--- config.mk ---
export PLATFORM = sky130hd
export DESIGN_NAME = uart_rx_byte
export DESIGN_NICKNAME = d
export VERILOG_FILES = /design/src/rtl/uart_pkg.sv /design/src/rtl/uart_rx_byte_sync_2ff.sv /design/src/rtl/uart_rx_byte.sv
export SDC_FILE = /design/constraint.sdc
export NUM_CORES = 1
export LEC_CHECK = 0
export ABC_AREA = 1
export BUFFER_PORTS_ARGS = -buffer_cell sky130_fd_sc_hd__clkbuf_2
export CORE_MARGIN = 3
export CORE_UTILIZATION = 30
export DETAILED_ROUTE_END_ITERATION = 10
export HOLD_SLACK_MARGIN = 0.08
export PLACE_DENSITY = 0.44
export SETUP_SLACK_MARGIN = 0.15
export SYNTH_ARGS = -nofsm -noshare
export SYNTH_HDL_FRONTEND = slang
export SYNTH_SLANG_ARGS = --single-unit
--- constraint.sdc ---
create_clock -name clk -period 2.35 [get_ports clk]
set_clock_uncertainty 0.15 [all_clocks]
set_input_delay 0.235 -clock clk [delete_from_list [all_inputs] [get_ports clk]]
set_output_delay 0.235 -clock clk [all_outputs]
set_load 0.01 [all_outputs]
--- src/rtl/uart_pkg.sv ---
// Shared types and constants for the UART receive path.
package uart_pkg;

   typedef enum logic [1:0] {IDLE, START, DATA, STOP} rx_state_t;

   localparam int   DATA_W   = 8;
   localparam logic STOP_LVL = 1'b1;

endpackage

--- src/rtl/uart_rx_byte_sync_2ff.sv ---
// Two-flop synchronizer for a single asynchronous input; the reset level is
// a parameter so idle-high and idle-low lines can both reuse it.
module sync_2ff #(
   parameter logic RST_VAL = 1'b1
) (
   input  logic clk,
   input  logic rst_,
   input  logic i_d,
   output logic o_q
);

   logic r_meta;
   logic r_sync;

   always_ff @(posedge clk or negedge rst_) begin
      if (!rst_) begin
         r_meta <= RST_VAL;
         r_sync <= RST_VAL;
      end else begin
         // NOTE: non-blocking so the two flops shift on the same edge instead of collapsing into one.
         r_meta <= i_d;
         r_sync <= r_meta;
      end
   end

   assign o_q = r_sync;

endmodule

--- src/rtl/uart_rx_byte.sv ---
// 8N1 serial receiver: mid-bit sampling from a half-bit start alignment,
// one-cycle valid / frame_err pulses, data_out holds the last good byte.
module uart_rx_byte #(
   parameter int CLKS_PER_BIT = 16,
   parameter int DATA_W       = uart_pkg::DATA_W
) (
   input  logic              clk,
   input  logic              rst_,
   input  logic              rx,
   output logic [DATA_W-1:0] data_out,
   output logic              valid,
   output logic              frame_err,
   output logic              busy
);

   import uart_pkg::*;

   localparam int TW = $clog2(CLKS_PER_BIT);
   localparam int BW = $clog2(DATA_W);
   localparam logic [TW-1:0] TICK_HALF = TW'(CLKS_PER_BIT / 2 - 1);
   localparam logic [TW-1:0] TICK_FULL = TW'(CLKS_PER_BIT - 1);
   localparam logic [BW-1:0] LAST_BIT  = BW'(DATA_W - 1);

   logic              w_rx_s;
   rx_state_t         r_state;
   rx_state_t         w_state_nxt;
   logic [TW-1:0]     r_tick;
   logic [BW-1:0]     r_bit;
   logic [DATA_W-1:0] r_shift;
   logic [DATA_W-1:0] r_data;
   logic              r_valid;
   logic              r_ferr;
   logic              r_busy;
   logic              w_tick_half;
   logic              w_tick_full;
   logic              w_shift_en;
   logic              w_valid_nxt;
   logic              w_ferr_nxt;

   sync_2ff #(.RST_VAL(1'b1)) u_rx_sync (
      .clk  (clk),
      .rst_ (rst_),
      .i_d  (rx),
      .o_q  (w_rx_s)
   );

   assign w_tick_half = (r_tick == TICK_HALF);
   assign w_tick_full = (r_tick == TICK_FULL);

   // State register plus the datapath counters it sequences.
   always_ff @(posedge clk or negedge rst_) begin
      if (!rst_) begin
         r_state <= IDLE;
         r_tick  <= '0;
         r_bit   <= '0;
         r_shift <= '0;
      end else begin
         r_state <= w_state_nxt;
         if ((w_state_nxt != r_state) || (r_state == IDLE)) r_tick <= '0;
         else                                                r_tick <= r_tick + 1'b1;
         if (r_state == START)  r_bit <= '0;
         else if (w_shift_en)   r_bit <= r_bit + 1'b1;
         if (w_shift_en) r_shift <= {w_rx_s, r_shift[DATA_W-1:1]};
      end
   end

   always_comb begin
      // NOTE: default first so every path assigns and no latch is inferred.
      w_state_nxt = r_state;
      unique case (r_state)
         IDLE:    if (!w_rx_s) w_state_nxt = START;
         START:   if (w_tick_half) w_state_nxt = w_rx_s ? IDLE : DATA;
         DATA:    if (w_tick_full && (r_bit == LAST_BIT)) w_state_nxt = STOP;
         STOP:    if (w_tick_full) w_state_nxt = IDLE;
         default: w_state_nxt = IDLE;
      endcase
   end

   always_comb begin
      w_shift_en  = (r_state == DATA) && w_tick_full;
      w_valid_nxt = (r_state == STOP) && w_tick_full && (w_rx_s == STOP_LVL);
      w_ferr_nxt  = (r_state == STOP) && w_tick_full && (w_rx_s != STOP_LVL);
   end

   // Registered outputs; busy trails the state by one cycle.
   always_ff @(posedge clk or negedge rst_) begin
      if (!rst_) begin
         r_data  <= '0;
         r_valid <= 1'b0;
         r_ferr  <= 1'b0;
         r_busy  <= 1'b0;
      end else begin
         r_valid <= w_valid_nxt;
         r_ferr  <= w_ferr_nxt;
         r_busy  <= (r_state != IDLE);
         if (w_valid_nxt) r_data <= r_shift;
      end
   end

   assign data_out  = r_data;
   assign valid     = r_valid;
   assign frame_err = r_ferr;
   assign busy      = r_busy;

endmodule

======== Word level (Yosys, flattened, before mapping) ========
Index checks and enable logic that the tools add are counted.
word-level totals
  register bits after elaboration ......... 30
  latch bits .............................. 0
  bits in writable memories ............... 0
  ROM bits ................................ 0
  input port bits ......................... 3
  output and inout port bits .............. 11
  memories kept ........................... 0
cells by class
  add/subtract/negate cells ............... 2
  multipliers ............................. 0
  div/mod/pow operators ................... 0
  order comparisons ....................... 0
  equality and inequality tests ........... 7
  shift operators ......................... 0
  mux-type cells .......................... 9
  bitwise logic cells ..................... 1
  reduce and logical (&&, ||, !) cells .... 9
operators by type and width
  kind                                           number
  two-way mux 2 bit                              5
  one-hot mux 2 bit (4 select lines)             1
  two-way mux 3 bit                              2
  logical AND 1 bit                              5
  adder 4 x 1 -> 4 bit, second input constant    1
  == test 2 bit, second input constant           2
  == test 4 x 3 -> 1 bit, second input constant  1
  == test 4 bit, second input constant           1
  two-way mux 4 bit                              1
  nonzero test 2 bit                             2
  adder 3 x 1 -> 3 bit, second input constant    1
  == test 3 bit, second input constant           1
  == test 2 x 1 -> 1 bit, second input constant  1
  logical NOT 2 bit                              1
  inequality test 2 bit                          1
  logical OR 1 bit                               1
  NOT 1 bit                                      1

======== Logic depth before layout (Yosys ltp) ========
  depth after elaboration ................. 7
  depth in mapped cells ................... 9
  mapped depth without buffers ............ 9

======== By module ========
Synthesis repeated with hierarchy kept, for this count alone.
second synthesis, totals
  cells, all modules ...................... 124
  area total of the unflattened synthesis .. 1268.7 µm²
by module, submodules not included
  module        times used  cells an instance  area an instance (µm²)
  uart_rx_byte  1           122                1216.2
  sync_2ff      1           2                  52.6

======== Worst setup path before layout ========
No wires, ideal clock.
  path type ............................... register to register
  from .................................... register r_tick[0]
  to ...................................... register r_data[1] (netlist: data_out[1])
  data arrival time ....................... 1.176 ns
  required time ........................... 2.082 ns
  path slack .............................. 0.906 ns
  stages on the path, launching flop included .. 8
  buffers on the path ..................... 1
  path through ............................ dfrtp_1 -> ha_1 -> nand2_1 -> nor2_2 -> nand3_2 -> buf_6 -> nand2_2 -> o21ai_2
between the ends
  cells in the longest elaborated chain, start to end .. 3
ends and longest elaborated chain
  what                            line                RTL
  start: declaration              uart_rx_byte.sv:27  logic [TW-1:0] r_tick;
  start signal: assignment        uart_rx_byte.sv:60  else r_tick <= r_tick + 1'b1;
  == test 4 bit                   uart_rx_byte.sv:48  assign w_tick_full = (r_tick == TICK_FULL);
  logical AND 1 bit (2 in a row)  uart_rx_byte.sv:81  w_valid_nxt = (r_state == STOP) && w_tick_full && (w_rx_s == STOP_LVL);
  end signal: assignment          uart_rx_byte.sv:96  if (w_valid_nxt) r_data <= r_shift;
  end: declaration                uart_rx_byte.sv:30  logic [DATA_W-1:0] r_data;
No other way between the ends.
A chain may end at the register's enable or synchronous reset.

======== Final worst setup path ========
  from .................................... register r_tick[0]
  to ...................................... register r_data[6] (netlist: data_out[6])
The elaborated chain is that of the path after synthesis.

==> impl_metrics.ini <==
[run_status]
outcome = finished clean

[grt]
grt_pass1_wl_um = 3857
grt_max_degree = 31
gr-total-overflow = 0
track_usage_pct = 10.31
antenna_found_initial = 0
grt_pass1_vias = 852

[power_and_ir_drop]
leakagePower_nw = 0.7093
p_sw_mw = 0.3255
combPwrFrac_pct = 13.8
ir_drop_uv = 462.5
power.density_mw_per_mm2 = 816.8
power.share.sequential_pct = 50.8
pwr-share-clk_pct = 35.4
p_int_mw = 0.8662
switching_share_pct = 27.31

[floorplan]
num_io_pins = 14
die_h_um = 70.32
core_sq_mm = 0.003826
start_util_pct = 32.44
row_count = 22
die-area_sq_mm = 0.004945
die_width_um = 70.32

[clocking]
tritoncts = built
clock_path_buffers = 2
cts_inserted_buffers = 5
cts_max_level = 2
cts.sink_count = 30
cts_resized = 0
root_buffer = clkbuf_8
insertion_delay_ns = 0.28
path_clk_slew_ns = 0.06

[detailed_routing]
vias_per_cell = 4.395
vias = 835
avgRoutedWirePerCell_um = 10.92
wl_um = 2074
drc = 0
ant_nets = 0
drtIter0Drc = 26
first_pass_iters = 5

[timing]
rsz0062_at_grt = no
tns_ns = 0
period_share_pct = 74.03
whs_ns = 0.2060
fmax_mhz = 574.8
drv_slew = 0
hold_viol_final = 0
setup_viol = 0
tightest_slew_ns = 0.7361
slew_headroom_pct = 50.93
post-route-min-period_ns = 1.740

[worst_setup_path]
critical-path-top-delay-family = simple AND/OR/NAND/NOR gates
slowest_stage = dfrtp_1
start_kind = flop
reg2reg_slack_ns = 0.61
cp-end-kind = flop
r2r_cells = 6
crit_type = reg -> reg
path_common_cell = nand2_1
r2r-start = r_tick[0]$_DFF_PN0_
worst_path_largest_cell_delay_ns = 0.37
path_max_fanout = 16
arrival_ns = 1.75
worst_ep_required_time_ns = 2.36
reg2reg_to = data_out[6]$_DFFE_PN0P_
crit_buf_inv = 0
path_cells = ha_1 > nand2_1 > nor2_2 > nand3_2 > nand2_1 > o21ai_2

[logic_synthesis]
ys_warn_count = 0
yosysSeqAreaShare_pct = 60.69
synth.avg_cell_area_sq_um = 10.26
synth_cell_types = 22
syn_inst = 121
synth_top_cell_area_share_pct = 56.45
synth_area_leaders = dfrtp_1 (56%), nand2_1 (8.8%), o21ai_2 (4.9%)
syn-num-nets = 127
netlist_area_sq_mm = 0.001241
synth_area_leader_cell = dfrtp_1
synth_seq_cells = 30

[worst_hold_path]
hold_depth = 0
min-delay-start = u_rx_sync.r_meta$_DFF_PN1_
min-delay-path-class = reg -> reg
min_to = u_rx_sync.o_q$_DFF_PN1_

[layout]
syn_to_final_growth_pct = 17.54
final_nets = 147
antennaDiodeCount = 0
drive_above_1_share_pct = 26.76

[placed_design]
gp_congestion = 0.7195
hpwl_um = 1395
io_buffers = 13

[run]
drv_cap = 0
## logic make-up after synthesis
group | after synthesis | share of synthesized area [%]
flip-flops | 30 | 60.69
AO/OA/AOI/OAI | 20 | 10.99
XOR/XNOR | 2 | 1.412
AND/OR/NAND/NOR | 50 | 18.15
adder cells (fa/ha/maj) | 3 | 3.025
buffers and inverters | 16 | 5.746
## power by group through the flow
stage	clock, mW	combinational (mW)	sequential, mW
detailed placement	0	0.164	0.615
global placement	0	0.161	0.614
floorplan	0	0.129	0.606
CTS	0.444	0.168	0.606
finish	0.422	0.164	0.606
global route	0.464	0.200	0.610
## Yosys cell counts
cell / instances
a21oi_1: 1
dfrtp_1: 28
buf_4: 1
ha_1: 3
inv_2: 1
a22o_1: 2
nand2_1: 29
xor2_1: 1
nor2_1: 10
xnor2_1: 1
o21ai_0: 9
nand2_2: 4
nand3_1: 2
a21boi_0: 1
nand3_2: 2
nor2_4: 1
and3_1: 1
buf_6: 1
inv_1: 13
nor2_2: 1
dfstp_2: 2
o21ai_2: 7
## repair_timing
| item | in CTS | in global routing |
|---|---|---|
| setup buffers | 0 | 0 |
| endpoints found under the hold margin | 29 | 0 |
| hold buffers | 2 | 0 |
| setup endpoints to repair | 0 | 0 |
## registers in the layout, indices dropped and copies added (netlist names)
signal and count:
busy 1, data_out 8, frame_err 1, r_bit 3
r_shift 8, r_state 2, r_tick 4, u_rx_sync.o_q 1
u_rx_sync.r_meta 1, valid 1
## cell usage in the layout, fill, tap and decap left out, types with 2 or more instances in the layout
cell	Yosys	final
dfstp_2	2	2
clkbuf_2	0	13
nand3_1	2	2
nand2_1	29	29
inv_1	13	13
a22o_1	2	2
nand3_2	2	2
ha_1	3	3
o21ai_0	9	9
clkbuf_8	0	6
dlygate4sd3_1	0	2
dfrtp_1	28	28
nand2_2	4	4
o21ai_2	7	7
nor2_1	10	10
## worst reg2reg max path, cell delays in order, from the launching register on
cell	delay, ns
dfrtp_1	0.37
ha_1	0.22
nand2_1	0.10
nor2_2	0.17
nand3_2	0.35
nand2_1	0.19
o21ai_2	0.07
## area by class of cell
cell class / instances / area (sq um)
Timing Repair Buffer: 15 / 85.08
Clock buffer: 7 / 86.33
Fill cell: 389 / 2367
Inverter: 14 / 52.55
Multi-Input combinational cell: 75 / 416.7
Clock inverter: 1 / 5.005
Tap cell: 48 / 60.06
Sequential cell: 30 / 753.2
## how the worst max path moves through the flow
stage / startpoint / end / slack (ns) / cells after the start
final: r_tick[0]$_DFF_PN0_ / data_out[6]$_DFFE_PN0P_ / 0.61 / 6
after global routing: r_tick[0]$_DFF_PN0_ / data_out[0]$_DFFE_PN0P_ / 0.42 / 7
after CTS: r_tick[0]$_DFF_PN0_ / data_out[4]$_DFFE_PN0P_ / 0.56 / 6
after detailed placement: r_tick[0]$_DFF_PN0_ / data_out[4]$_DFFE_PN0P_ / 0.57 / 6
after global placement: r_tick[0]$_DFF_PN0_ / data_out[4]$_DFFE_PN0P_ / 0.59 / 6
after floorplan: r_tick[0]$_DFF_PN0_ / data_out[1]$_DFFE_PN0P_ / 0.91 / 7
## routing by layer
metal / routed length [um] / vias up / global-route usage (%)
met4: 67 / 0 / 6.809
met2: 915 / 14 / 13.93
met3: 117 / 8 / 5.324
li1: - / 420 / -
met5: 0 / - / 0
met1: 974 / 393 / 12.61
## metrics by stage
stage                     cell area, sq um  power (mW)  worst slack, ns  cells  util [%]
after detailed placement              1348      0.7790           0.5701    180     35.22
after CTS                             1459       1.217           0.5585    190     38.13
after floorplan                       1241      0.7351           0.9064    121         -
final                                 1459       1.192           0.6104    190     38.13
after global routing                  1459       1.274           0.4169    190     38.13
after global placement                1348      0.7746           0.5930    180     35.22
(Power assumes the default switching activity.)
